### src/rtl/twos_comp_deser.sv
// Serial-to-parallel receiver with on-the-fly two's-complement negation.
// LSB-first bits in, WIDTH-bit words out over valid/ready, plus overflow and framing-error flags.
module twos_comp_deser #(
   parameter int WIDTH  = 4,
   parameter bit NEGATE = 1'b1
) (
   input  logic             clk,
   input  logic             reset,
   input  logic             s_valid,
   input  logic             s_first,
   input  logic             s_bit,
   output logic             s_ready,
   output logic             m_valid,
   input  logic             m_ready,
   output logic [WIDTH-1:0] m_data,
   output logic             m_ovf,
   output logic             err
);

   localparam int CW = $clog2(WIDTH + 1);

   localparam logic [1:0] IDLE  = 2'd0;
   localparam logic [1:0] SHIFT = 2'd1;
   localparam logic [1:0] HOLD  = 2'd2;

   logic [1:0]       state;
   logic [CW-1:0]    cnt;
   logic             seen_one;
   logic [WIDTH-1:0] sr;
   logic             hold_ovf;

   logic             eff_seen;
   logic             out_bit;
   logic [WIDTH-1:0] new_sr;
   logic             new_ovf;
   logic             out_free;

   // A first-flagged bit always starts a fresh frame, so its history is ignored.
   assign eff_seen = s_first ? 1'b0 : seen_one;
   assign out_bit  = NEGATE ? (s_bit ^ eff_seen) : s_bit;
   assign new_sr   = {out_bit, sr[WIDTH-1:1]};
   assign new_ovf  = NEGATE && s_bit && !eff_seen;
   assign out_free = !m_valid || m_ready;
   assign s_ready  = (state != HOLD);

   always_ff @(posedge clk) begin
      if (reset) begin
         state    <= IDLE;
         cnt      <= '0;
         seen_one <= 1'b0;
         sr       <= '0;
         hold_ovf <= 1'b0;
         m_valid  <= 1'b0;
         m_data   <= '0;
         m_ovf    <= 1'b0;
         err      <= 1'b0;
      end else begin
         err <= 1'b0;
         if (m_valid && m_ready)
            m_valid <= 1'b0;

         case (state)
            IDLE: begin
               if (s_valid) begin
                  if (s_first) begin
                     sr       <= new_sr;
                     cnt      <= CW'(1);
                     seen_one <= s_bit;
                     state    <= SHIFT;
                  end else begin
                     err <= 1'b1;
                  end
               end
            end
            SHIFT: begin
               if (s_valid) begin
                  if (s_first) begin
                     // Restart: drop the partial frame and treat this bit as bit 0.
                     sr       <= new_sr;
                     cnt      <= CW'(1);
                     seen_one <= s_bit;
                     err      <= 1'b1;
                  end else if (cnt == CW'(WIDTH - 1)) begin
                     cnt      <= '0;
                     seen_one <= 1'b0;
                     if (out_free) begin
                        m_data  <= new_sr;
                        m_ovf   <= new_ovf;
                        m_valid <= 1'b1;
                        state   <= IDLE;
                     end else begin
                        sr       <= new_sr;
                        hold_ovf <= new_ovf;
                        state    <= HOLD;
                     end
                  end else begin
                     sr       <= new_sr;
                     cnt      <= cnt + CW'(1);
                     seen_one <= seen_one | s_bit;
                  end
               end
            end
            HOLD: begin
               if (out_free) begin
                  m_data  <= sr;
                  m_ovf   <= hold_ovf;
                  m_valid <= 1'b1;
                  state   <= IDLE;
               end
            end
            default: state <= IDLE;
         endcase
      end
   end

endmodule

### config.mk
export PLATFORM = sky130hd
export DESIGN_NAME = twos_comp_deser
export DESIGN_NICKNAME = d
export VERILOG_FILES = /design/src/rtl/twos_comp_deser.sv
export SDC_FILE = /design/constraint.sdc
export NUM_CORES = 1
export LEC_CHECK = 0
export CAP_MARGIN = 20
export CORE_MARGIN = 2
export CORE_UTILIZATION = 37
export DETAILED_ROUTE_END_ITERATION = 6
export SKIP_LAST_GASP = 1
export SLEW_MARGIN = 20
export SYNTH_ARGS = -nofsm -noshare
export SYNTH_HDL_FRONTEND = slang
export SYNTH_SLANG_ARGS = --single-unit
### constraint.sdc
create_clock -name clk -period 3.81 [get_ports clk]
set_input_delay 0.762 -clock clk [delete_from_list [all_inputs] [get_ports clk]]
set_output_delay 0.762 -clock clk [all_outputs]
set_load 0.005 [all_outputs]
==> run metrics <==
final period utilization=0.663; total area of multi-input combinational cells=about 620 sq um; slowest stage delay, CP=a little over 0.5 ns; average cell area after synthesis=between 9 and 10 sq um; sequence of cells on the critical path=inv_1 -> ha_1 -> inv_1 -> clkdlybuf4s50_1; CP Data Arrival Time=roughly 1.8 ns; pin count of the biggest net entering global routing=29; post-layout utilization of the core=0.451; start point of the critical path=state[0]; most instantiated flip-flop cell in the synthesis netlist=sky130_fd_sc_hd__dfxtp_1; critical path capture point type=output port; number of gates resized after cts=0; Post-synth EDFFs=0; number of routed nets with antenna violations=0; height of the die=between 50 and 60 um; Congestion Overflow GR=0; final setup violation count=0; number of buffers added for setup after CTS=0; layout overhead on the synthesized area=17.9%; worst setup skew after layout=about 0.011 ns; accumulated negative setup slack=0 ns; clock sinks=18; clock tree root driver cell=sky130_fd_sc_hd__clkbuf_4; unrepaired setup endpoints after global routing=false; transition time at the pin with the least slew margin=between 0.8 and 0.9 ns; peak supply drop=about 340 uV; detailed-router iteration count before antenna repair=4; Placed Instance Area=about 1200 sq um; most common cell after layout, fill and taps aside=sky130_fd_sc_hd__dfxtp_1; number of global-route vias before repair=approximately 790; DRC violations left=0; cell with the largest stage delay on the worst path=sky130_fd_sc_hd__clkdlybuf4s50_1; cell internal pwr=roughly 350 uW; Hold Path Origin=sr[0]; cts bufs inserted=3; final worst hold slack=about 0.49 ns; fill cell total of the finished layout=between 200 and 300; total area of sequential cells=360 sq um; number of distinct library cells after synthesis=32; post-synthesis sequential area ratio=0.351; DRT Wirelength=around 2 mm; async set-or-reset flop fraction in the synthesized netlist=0; post-synthesis instance area=1030 sq um; number of antenna violations at the first check in global routing=0; wire length of the first global-routing pass=about 3.5 mm; clock transition time at the flip-flop clock pins of the worst setup and hold paths=between 0.1 and 0.15 ns; worst-case clock buffer depth=2; Pwr Total=between 500 and 600 uW; Max FO, Critical Path=8; Skew-Pair Late Insertion Delay=0.30 ns; mean number of vias per cell=about 5.2; DIE AREA=around 3200 sq um; total number of nets in the final design=133; GP Congestion=between 0.7 and 0.8; number of hold-repair buffers added at the cts stage=0; Net Count, Synth=120; number of buffer cells added on primary ports=13; Critical Path RT=just over 3 ns; TritonCTS clock tree=built; most frequent cells in the layout=sky130_fd_sc_hd__dfxtp_1, sky130_fd_sc_hd__nand2b_1, sky130_fd_sc_hd__clkdlybuf4s50_1; WL/cell=13.2 um; number of endpoints with negative hold slack in the final report=0; P_leak=0.000453 uW; maximum achievable frequency=approximately 400 MHz; Global Route Usage Sum=0.141; floorplan row count=19; crit-path most repeated cell=sky130_fd_sc_hd__inv_1; vias after detailed routing=792; crit path time final=roughly 2.5 ns; worst min-delay path category=register to register; switching power total=160 uW; worst path bufs/invs=3; Detailed Place HPWL=roughly 1.5 mm; family with the most delay on the worst path=buffers and inverters; yosys warns=0; number of diodes=0; instance count of the mapped netlist=108; worst slew slack as a fraction of its limit=0.451; max-capacitance violation count=0; fraction of power spent switching nets=0.316; share of power burned in combinational logic=0.330; Flop pwr share=0.428; CTS H-tree depth=1; layout cells sized above 1=0.117; width of the die=~57 um; number of violations reported at the end of detailed-routing iteration 0=9; Boundary Pins=14; placeable core region=about 2700 sq um; worst reg2reg path startpoint=state[1]; Setup crit start kind=register; number of max-slew violations in the final report=0; effective utilization at floorplan=0.382; final instance area=1210 sq um; power density over the cells=418 nW/um^2; status=completed; number of register bits inferred by synthesis=18; Worst Setup Path Type=register to output port; clock group share of total power=0.242
==> per-layer routing <==
layer | GRT usage | vias to the layer above | part of all wire
met4 | 0.0408 | 0 | 0.011
li1 | - | 410 | -
met1 | 0.168 | 368 | 0.46
met2 | 0.236 | 9 | 0.48
met3 | 0.0530 | 5 | 0.045
met5 | 0 | - | 0
==> power groups by stage <==
stage	clock [uW]	sequential, uW	combinational, uW
floorplan	0	220	124
global placement	0	221	166
detailed placement	0	221	168
CTS	128	217	169
global route	135	219	186
finish	122	217	167
==> Yosys cell counts, types with 2 or more instances <==
cell type / number / area [sq um]
sky130_fd_sc_hd__buf_2: 2 / 10.0
sky130_fd_sc_hd__nand3b_1: 2 / 15.0
sky130_fd_sc_hd__mux2_2: 4 / 45.0
sky130_fd_sc_hd__mux2i_1: 12 / 120
sky130_fd_sc_hd__nand2b_1: 14 / 87.6
sky130_fd_sc_hd__o32ai_1: 2 / 17.5
sky130_fd_sc_hd__nor2b_1: 8 / 50.1
sky130_fd_sc_hd__nor2_1: 6 / 22.5
sky130_fd_sc_hd__dfxtp_1: 18 / 360
sky130_fd_sc_hd__inv_1: 7 / 26.3
sky130_fd_sc_hd__ha_1: 6 / 75.1
sky130_fd_sc_hd__a21oi_1: 4 / 20.0
sky130_fd_sc_hd__clkbuf_1: 3 / 11.3
sky130_fd_sc_hd__o21ai_0: 2 / 10.0
==> worst reg2reg max path: stages, from the launching register on <==
cell	delay, ns
sky130_fd_sc_hd__dfxtp_1	0.34
sky130_fd_sc_hd__inv_1	0.08
sky130_fd_sc_hd__ha_1	0.37
sky130_fd_sc_hd__mux2i_1	0.21
sky130_fd_sc_hd__a311oi_2	0.57
sky130_fd_sc_hd__mux2i_1	0.24
==> state kept, by name (all words and copies together) (netlist names) <==
signal,count
cnt,3
sr,4
state,2
err,1
hold_ovf,1
m_valid,1
seen_one,1
m_ovf,1
m_data,4
==> logic make-up after synthesis <==
| group | Yosys count | synth area share |
|---|---|---|
| adder cells (fa/ha/maj) | 6 | 0.0731 |
| buffers and inverters | 12 | 0.0463 |
| flip-flops | 18 | 0.351 |
| multiplexers | 16 | 0.161 |
| AND/OR/NAND/NOR | 38 | 0.229 |
| AO/OA/AOI/OAI | 18 | 0.140 |
==> stage by stage <==
stage | setup slack, ns | std cells
after floorplan | 2.06 | 108
after global placement | 1.41 | 147
after detailed placement | 1.39 | 147
after CTS | 1.26 | 151
after global routing | 1.12 | 151
final | 1.28 | 151
==> final timing paths <==
check	slack [ns]	cells past startpoint	to
max	1.28	4	s_ready
min	0.49	2	sr[0]
max reg2reg	1.93	5	sr[0]
min reg2reg	0.49	2	sr[0]
==> final cells by class <==
class	instances	share of cell area
multi-input cells	78	0.511
flip-flops and latches	18	0.298
repair buffers	13	0.107
well taps	31	0.0320
clock buffers	4	0.0300
inverters	7	0.0217
No activity file was read; power rests on OpenSTA's default activity.
